**config.mk**
```make
export PLATFORM = sky130hd
export DESIGN_NAME = div_unit
export DESIGN_NICKNAME = d
export VERILOG_FILES = /design/src/rtl/div_unit.sv
export SDC_FILE = /design/constraint.sdc
export NUM_CORES = 1
export LEC_CHECK = 0
export BUFFER_PORTS_ARGS = -buffer_cell sky130_fd_sc_hd__buf_4
export CORE_ASPECT_RATIO = 1.25
export CORE_MARGIN = 3
export CORE_UTILIZATION = 60
export DETAILED_ROUTE_END_ITERATION = 6
export PLACE_DENSITY = 0.89
export SETUP_SLACK_MARGIN = 0.3
export SLEW_MARGIN = 30
export SYNTH_ARGS = -nofsm -noshare
export SYNTH_HDL_FRONTEND = slang
export SYNTH_SLANG_ARGS = --single-unit
```
**constraint.sdc**
```tcl
create_clock -name clk -period 6.85 [get_ports clk]
set_input_delay 0.685 -clock clk [delete_from_list [all_inputs] [get_ports clk]]
set_output_delay 0.685 -clock clk [all_outputs]
set_load 0.01 [all_outputs]
```
**src/rtl/div_unit.sv**
```systemverilog
`default_nettype none
// ============================================================================
// Module   : div_unit
// Purpose  : Iterative RV32M DIV/DIVU/REM/REMU unit (restoring, one bit/cycle)
//            acting as the stall-requesting end of the hazard interface.
// Revision : 1.0 - initial release
// ============================================================================
module div_unit #(
  parameter int XLEN = 32
) (
  input  logic            clk,
  input  logic            rst_n,
  input  logic            start,
  input  logic [1:0]      op,
  input  logic [XLEN-1:0] a,
  input  logic [XLEN-1:0] b,
  input  logic            flush,
  input  logic            hold,
  output logic            busy,
  output logic            done,
  output logic [XLEN-1:0] result
);

  localparam int CW = $clog2(XLEN);
  localparam logic [XLEN-1:0] MIN_INT = {1'b1, {(XLEN-1){1'b0}}};
  localparam logic [CW-1:0]   LAST    = CW'(XLEN - 1);

  typedef enum logic [1:0] {
    S_IDLE = 2'd0,
    S_RUN  = 2'd1,
    S_DONE = 2'd2
  } state_t;

  state_t          state_q, state_d;
  logic [CW-1:0]   count_q, count_d;
  logic [XLEN-1:0] rem_q, rem_d;
  logic [XLEN-1:0] quo_q, quo_d;
  logic [XLEN-1:0] dvs_q, dvs_d;
  logic [XLEN-1:0] result_q, result_d;
  logic            sel_rem_q, sel_rem_d;
  logic            neg_quo_q, neg_quo_d;
  logic            neg_rem_q, neg_rem_d;

  logic            is_signed, a_neg, b_neg, div_zero, overflow, no_borrow;
  logic [XLEN-1:0] a_mag, b_mag, step_rem, step_quo, quo_fix, rem_fix;
  logic [XLEN:0]   shifted, diff;

  always_comb begin
    is_signed = ~op[0];
    a_neg     = is_signed & a[XLEN-1];
    b_neg     = is_signed & b[XLEN-1];
    a_mag     = a_neg ? (~a + 1'b1) : a;
    b_mag     = b_neg ? (~b + 1'b1) : b;
    div_zero  = (b == '0);
    overflow  = is_signed & (a == MIN_INT) & (b == '1);

    // On borrow the shifted value is already below the divisor, so it fits XLEN bits.
    shifted   = {rem_q, quo_q[XLEN-1]};
    diff      = shifted - {1'b0, dvs_q};
    no_borrow = ~diff[XLEN];
    step_rem  = no_borrow ? diff[XLEN-1:0] : shifted[XLEN-1:0];
    step_quo  = {quo_q[XLEN-2:0], no_borrow};
    quo_fix   = neg_quo_q ? (~step_quo + 1'b1) : step_quo;
    rem_fix   = neg_rem_q ? (~step_rem + 1'b1) : step_rem;
  end

  always_comb begin
    state_d   = state_q;
    count_d   = count_q;
    rem_d     = rem_q;
    quo_d     = quo_q;
    dvs_d     = dvs_q;
    result_d  = result_q;
    sel_rem_d = sel_rem_q;
    neg_quo_d = neg_quo_q;
    neg_rem_d = neg_rem_q;

    unique case (state_q)
      S_IDLE: begin
        if (start && !flush) begin
          if (div_zero) begin
            result_d = op[1] ? a : '1;
            state_d  = S_DONE;
          end else if (overflow) begin
            result_d = op[1] ? '0 : MIN_INT;
            state_d  = S_DONE;
          end else begin
            sel_rem_d = op[1];
            neg_quo_d = a_neg ^ b_neg;
            neg_rem_d = a_neg;
            quo_d     = a_mag;
            dvs_d     = b_mag;
            rem_d     = '0;
            count_d   = '0;
            state_d   = S_RUN;
          end
        end
      end
      S_RUN: begin
        if (flush) begin
          state_d = S_IDLE;
        end else begin
          rem_d   = step_rem;
          quo_d   = step_quo;
          count_d = count_q + 1'b1;
          if (count_q == LAST) begin
            result_d = sel_rem_q ? rem_fix : quo_fix;
            state_d  = S_DONE;
          end
        end
      end
      S_DONE: begin
        if (flush || !hold) state_d = S_IDLE;
      end
      default: state_d = S_IDLE;
    endcase
  end

  always_ff @(posedge clk or negedge rst_n) begin
    if (!rst_n) begin
      state_q   <= S_IDLE;
      count_q   <= '0;
      rem_q     <= '0;
      quo_q     <= '0;
      dvs_q     <= '0;
      result_q  <= '0;
      sel_rem_q <= 1'b0;
      neg_quo_q <= 1'b0;
      neg_rem_q <= 1'b0;
    end else begin
      state_q   <= state_d;
      count_q   <= count_d;
      rem_q     <= rem_d;
      quo_q     <= quo_d;
      dvs_q     <= dvs_d;
      result_q  <= result_d;
      sel_rem_q <= sel_rem_d;
      neg_quo_q <= neg_quo_d;
      neg_rem_q <= neg_rem_d;
    end
  end

  assign busy   = ~flush & (((state_q == S_IDLE) & start) | (state_q == S_RUN));
  assign done   = (state_q == S_DONE) & ~flush;
  assign result = result_q;

endmodule
`default_nettype wire
```
==> results of run 1 <==
cell families after synthesis:
family	count (synthesis)
buffers and inverters	149
AND/OR/NAND/NOR	492
flip-flops	138
adder cells (fa/ha/maj)	40
XOR/XNOR	125
multiplexers	22
AO/OA/AOI/OAI	525
critical path: stages (launching register included):
cell      delay, ps
dfrtp_1         440
ha_1            520
a21oi_1         150
o21ai_0         360
a211oi_1        140
o31ai_1         650
o21a_1          300
nor2_4           60
inv_1            90
ha_1            180
nand2b_1        100
or4_1           510
or3_1           430
or2_2           340
o21ai_0         200
xor2_1           90
a221o_1         300
a211oi_1        210
nand2_1          90
o311ai_1         90
sequential cells by signal, summed over array words and instances, names as in the netlist:
| name | flops |
|---|---|
| count_q | 5 |
| sel_rem_q | 1 |
| state_q | 2 |
| dvs_q | 32 |
| neg_quo_q | 1 |
| rem_q | 32 |
| neg_rem_q | 1 |
| result | 32 |
| quo_q | 32 |
how the worst max path moves through the flow:
stage / startpoint / cells past startpoint / end
final: rem_q[16]$_DFFE_PN0P_ / 19 / result[28]$_DFFE_PN0P_
after global routing: rem_q[16]$_DFFE_PN0P_ / 19 / result[26]$_DFFE_PN0P_
after CTS: rem_q[16]$_DFFE_PN0P_ / 19 / result[28]$_DFFE_PN0P_
after detailed placement: rem_q[16]$_DFFE_PN0P_ / 19 / result[28]$_DFFE_PN0P_
after global placement: rem_q[16]$_DFFE_PN0P_ / 19 / result[28]$_DFFE_PN0P_
after floorplan: rem_q[8]$_DFFE_PN0P_ / 23 / result[28]$_DFFE_PN0P_
final cells by class:
type	count	area (um^2)	share of cell area, %
sequential	138	3453	26.38
clock inverter	13	96.34	0.7359
inverter	61	229.0	1.749
tap	232	290.3	2.217
clock buffer	19	432.9	3.307
timing repair buffer	121	912.1	6.967
multi-input combinational	1204	7679	58.65
layer usage:
layer	global-route usage (%)	share of wire, %	vias up
met2	57.97	48	691
met5	0	0.034	-
met3	5.066	8.1	118
met1	47.29	39	5740
met4	17.21	5.1	2
li1	-	-	5627
report_power, final:
group / switching (mW) / internal [mW] / leakage, nW
Combinational: 1.70 / 1.05 / 3.36
Clock: 0.389 / 0.464 / 0.246
Sequential: 0.293 / 1.07 / 1.79
cells in the mapped netlist, drive strengths merged, types with 23 or more instances:
master	n	area, um^2
a21oi	110	550.5
a22oi	26	195.2
buf	26	128.9
clkbuf	62	232.7
dfrtp	138	3453
ha	39	488.0
inv	60	225.2
nand2	146	548.0
nand3	23	115.1
nand4	25	156.4
nor2	106	405.4
nor3	57	301.5
o211ai	23	172.7
o21ai	184	920.9
o31ai	25	187.7
xnor2	75	656.9
xor2	50	437.9
==> impl_metrics.ini, run 1 <==
[sta]
fin_ws_ps = 1483
fmax_ghz = 0.1863
tightest_slew_ps = 985.4
hold-worst-slack_ps = 293.9
fin_crit_sh_pct = 78.35
hold_violations = 0
setup_tns_ps = 0
slew_headroom_pct = 34.31
finalMaxSlewViolations = 0
finClkSkew_ps = 9.429
rsz0062_at_grt = no
setup_viol = 0
period_needed_ps = 5367

[placed_design]
post-place-ws_ps = 1636
io_buffers = 104
hpwlAfterDp_um = 28120
dp.cells = 1756
gp_congestion = 0.9510
placed_area_um2 = 12560

[final_layout]
fill_cells = 1564
nets = 1654
layout-drive-gt1-share_pct = 12.21
diodes = 0
area_growth_pct = 12.15
fin_area_um2 = 13090
final_cells = 1788
final_cell_mix = o21ai_0, nand2_1, dfrtp_1, buf_4, a21oi_1
final_util_pct = 69.21
final_common_cell = o21ai_0

[clock_network]
cts_tree = yes
cts.repair.resized = 0
cts_buffer_depth = 2
cts_root_buf = clkbuf_16
cts.htree.levels = 4
cts_buffers = 17
cts_hold_buf = 0
clock_latency_ps = 430
post-cts-setup-buffers = 0
cts_sinks = 138
path_clk_slew_ps = 60

[critical_path]
r2r_start = rem_q[16]$_DFFE_PN0P_
ff2ff_setup_slack_ps = 1480
r2r-end = result[28]$_DFFE_PN0P_
path_class = reg -> reg
crit_fanout = 12
worstRegToRegCells = 19
start_kind = flop
critPathArrivalTime_ps = 5680
worstPathRequired_ps = 7170
critPathCaptureType = flop

[synthesis]
synth_edf_count = 0
synth_top_family_by_area = compound AO/OA/AOI/OAI gates
avgSynthCellArea_um2 = 7.829
synthMuxAreaShare_pct = 1.919
async_flop_share_pct = 100.0
syn_nets = 1602
yosys_register_bits = 138
synthDistinctLibCells = 82
yosysWarnings = 0
synthSimpleGateAreaFrac_pct = 21.09
ys_seq_area_share_pct = 29.58
synth_area_um2 = 11670
syn_inst = 1491
synth-compound-area-share_pct = 28.62
synth_ff_type = dfrtp_1
synth_fa_ha_area_share_pct = 4.352
synthXorXnorAreaFrac_pct = 9.378

[floorplanning]
io_pins = 105
fp.dieH_um = 162.0
coreArea_um2 = 18920
start_util_pct = 61.71
dieWidth_um = 130.8
die-area_um2 = 21180
fp-row-count = 56

[route]
post_drt_wl_per_cell_um = 21.12
num_vias = 12180
drc = 0
first_iter_violations = 1199
viasPerCell = 6.811
wl_um = 37770
ant_nets = 0
firstDrtPassIters = 6

[global_route]
grt_overflow = 0
grtUsageTotal_pct = 35.94
grt_pass1_wl_um = 60710
antenna_found_initial = 1
grt_max_degree = 77
grt_pass1_vias = 11640

[pwr]
total_power_mw = 4.970
ir_drop_v = 0.0002082
p_leak_nw = 5.395
powerDensity_nw_per_um2 = 379.6

[status]
status = complete, no violations

[min_path]
hp-class = in -> async

[run]
drv_cap = 0
Note: power is estimated with default switching activity, not from simulation.
==> run 2, diff against run 1 <==
clock period = 5.2 ns   (was 6.85 ns; I/O delays follow)
==> impl_metrics.ini, run 2 (synthesized netlist as in run 1, its figures left out) <==
[status]
violations = DRC
status = complete, but fails checks

[sta]
fin_crit_sh_pct = 94.40
hold_violations = 0
rsz0062_at_grt = yes
finClkSkew_ps = 8.504
tightest_slew_ps = 931.9
setup_viol = 0
fmax_ghz = 0.2037
setup_tns_ps = 0
slew_headroom_pct = 37.30
finalMaxSlewViolations = 0
period_needed_ps = 4909

[floorplanning]
coreArea_um2 = 18920
die-area_um2 = 21180
fp.dieH_um = 162.0
fp-row-count = 56
start_util_pct = 61.71
dieWidth_um = 130.8
io_pins = 105

[route]
num_vias = 12620
firstDrtPassIters = 7
drc = 2
ant_nets = 0
wl_um = 39800
post_drt_wl_per_cell_um = 22.05
first_iter_violations = 1518
viasPerCell = 6.991

[min_path]
hp-class = in -> async

[global_route]
grt_pass1_vias = 11810
grt_pass1_wl_um = 61930
grt_overflow = 0
antenna_found_initial = 0
grt_max_degree = 98
grtUsageTotal_pct = 37.01

[critical_path]
r2r-end = result[30]$_DFFE_PN0P_
start_kind = flop
critPathCaptureType = flop
worstRegToRegCells = 18
ff2ff_setup_slack_ps = 290
r2r_start = rem_q[18]$_DFFE_PN0P_
worstPathRequired_ps = 5540
critPathArrivalTime_ps = 5250
crit_fanout = 9
path_class = reg -> reg

[clock_network]
cts.htree.levels = 4
clock_latency_ps = 440
cts_tree = yes
cts_sinks = 138
cts_root_buf = clkbuf_16
path_clk_slew_ps = 70
cts_buffer_depth = 2
cts_buffers = 17

[final_layout]
fin_area_um2 = 13390
fill_cells = 1539
area_growth_pct = 14.74
diodes = 0
final_cell_mix = o21ai_0, nand2_1, dfrtp_1, buf_4, a21oi_1
final_util_pct = 70.80
final_common_cell = o21ai_0
layout-drive-gt1-share_pct = 14.24
nets = 1671

[pwr]
ir_drop_v = 0.0003218
powerDensity_nw_per_um2 = 514.3
p_leak_nw = 5.538

[placed_design]
hpwlAfterDp_um = 28900
io_buffers = 104
placed_area_um2 = 12660
gp_congestion = 0.9869

[run]
drv_cap = 0
==> run 2: cell count changes in the layout (fill, tap and decap cells not counted), sizes merged <==
| cell | change |
|---|---|
| clkinv | -1 |
| buf | +16 |
| clkinvlp | -4 |
| bufinv | +2 |
| inv | +4 |
==> run 2: cell type report <==
type	count	area [um^2]	area share, %
multi-input cells	1204	7777	58.07
flip-flops and latches	138	3455	25.79
repair buffers	138	1042	7.781
clock buffers	18	439.2	3.279
well taps	232	290.3	2.167
inverters	61	229.0	1.709
clock inverters	14	161.4	1.205
==> run 2: critical path, cell delays in order, from the launching register on <==
cell and delay [ps]:
dfrtp_1 430, ha_1 360, buf_4 180, a21oi_1 190, o21ai_0 210, a211oi_1 450, o31ai_4 140, nor3_4 250
nor2_4 60, inv_1 90, ha_1 170, nand2b_1 100, or4_4 460, or3_4 370, or2_2 330, o21ai_0 450
xnor2_1 180, o221ai_1 130, a211oi_1 250
==> run 2: repair_timing <==
action	CTS	global route
setup buffers	1	4
gates resized for setup	0	19
pin swaps	3	4
setup endpoints to repair	1	5
hold buffers	0	0
==> run 2: stage by stage <==
stage          cells  power, mW  setup WS [ps]  hold slack, ps
6_report        1805      6.888          291.3           163.1
5_1_grt         1805      7.288          162.2           223.3
4_1_cts         1801      6.689          300.9           236.1
3_5_place_dp    1768      5.365          330.8           472.2
3_3_place_gp    1768      5.292          437.0           468.6
2_1_floorplan   1491      4.322          316.9           224.4
==> run 2: routing by layer <==
| metal | share of wire, % | track usage (%) | wire length [um] | vias to the layer above |
|---|---|---|---|---|
| li1 | - | - | - | 5662 |
| met3 | 9.7 | 8.191 | 3874 | 217 |
| met4 | 7.0 | 21.42 | 2789 | 0 |
| met1 | 37 | 47.02 | 14710 | 5922 |
| met2 | 46 | 57.64 | 18420 | 817 |
| met5 | 0 | 0 | 0 | - |
==> run 2: how the worst max path moves through the flow <==
stage / start / to / cells after the start / slack (ps)
3_5_place_dp: quo_q[31]$_DFFE_PN0P_ / result[28]$_DFFE_PN0P_ / 22 / 330
6_report: rem_q[18]$_DFFE_PN0P_ / result[30]$_DFFE_PN0P_ / 18 / 290
5_1_grt: quo_q[31]$_DFFE_PN0P_ / result[28]$_DFFE_PN0P_ / 22 / 160
3_3_place_gp: quo_q[31]$_DFFE_PN0P_ / result[28]$_DFFE_PN0P_ / 22 / 440
4_1_cts: rem_q[7]$_DFFE_PN0P_ / result[28]$_DFFE_PN0P_ / 19 / 300
2_1_floorplan: rem_q[11]$_DFFE_PN0P_ / result[28]$_DFFE_PN0P_ / 23 / 320
==> run 2: report_power, final <==
group | internal [mW] | total, mW | switching, mW
Sequential | 1.41 | 1.81 | 0.399
Clock | 0.732 | 1.27 | 0.534
Combinational | 1.45 | 3.81 | 2.36
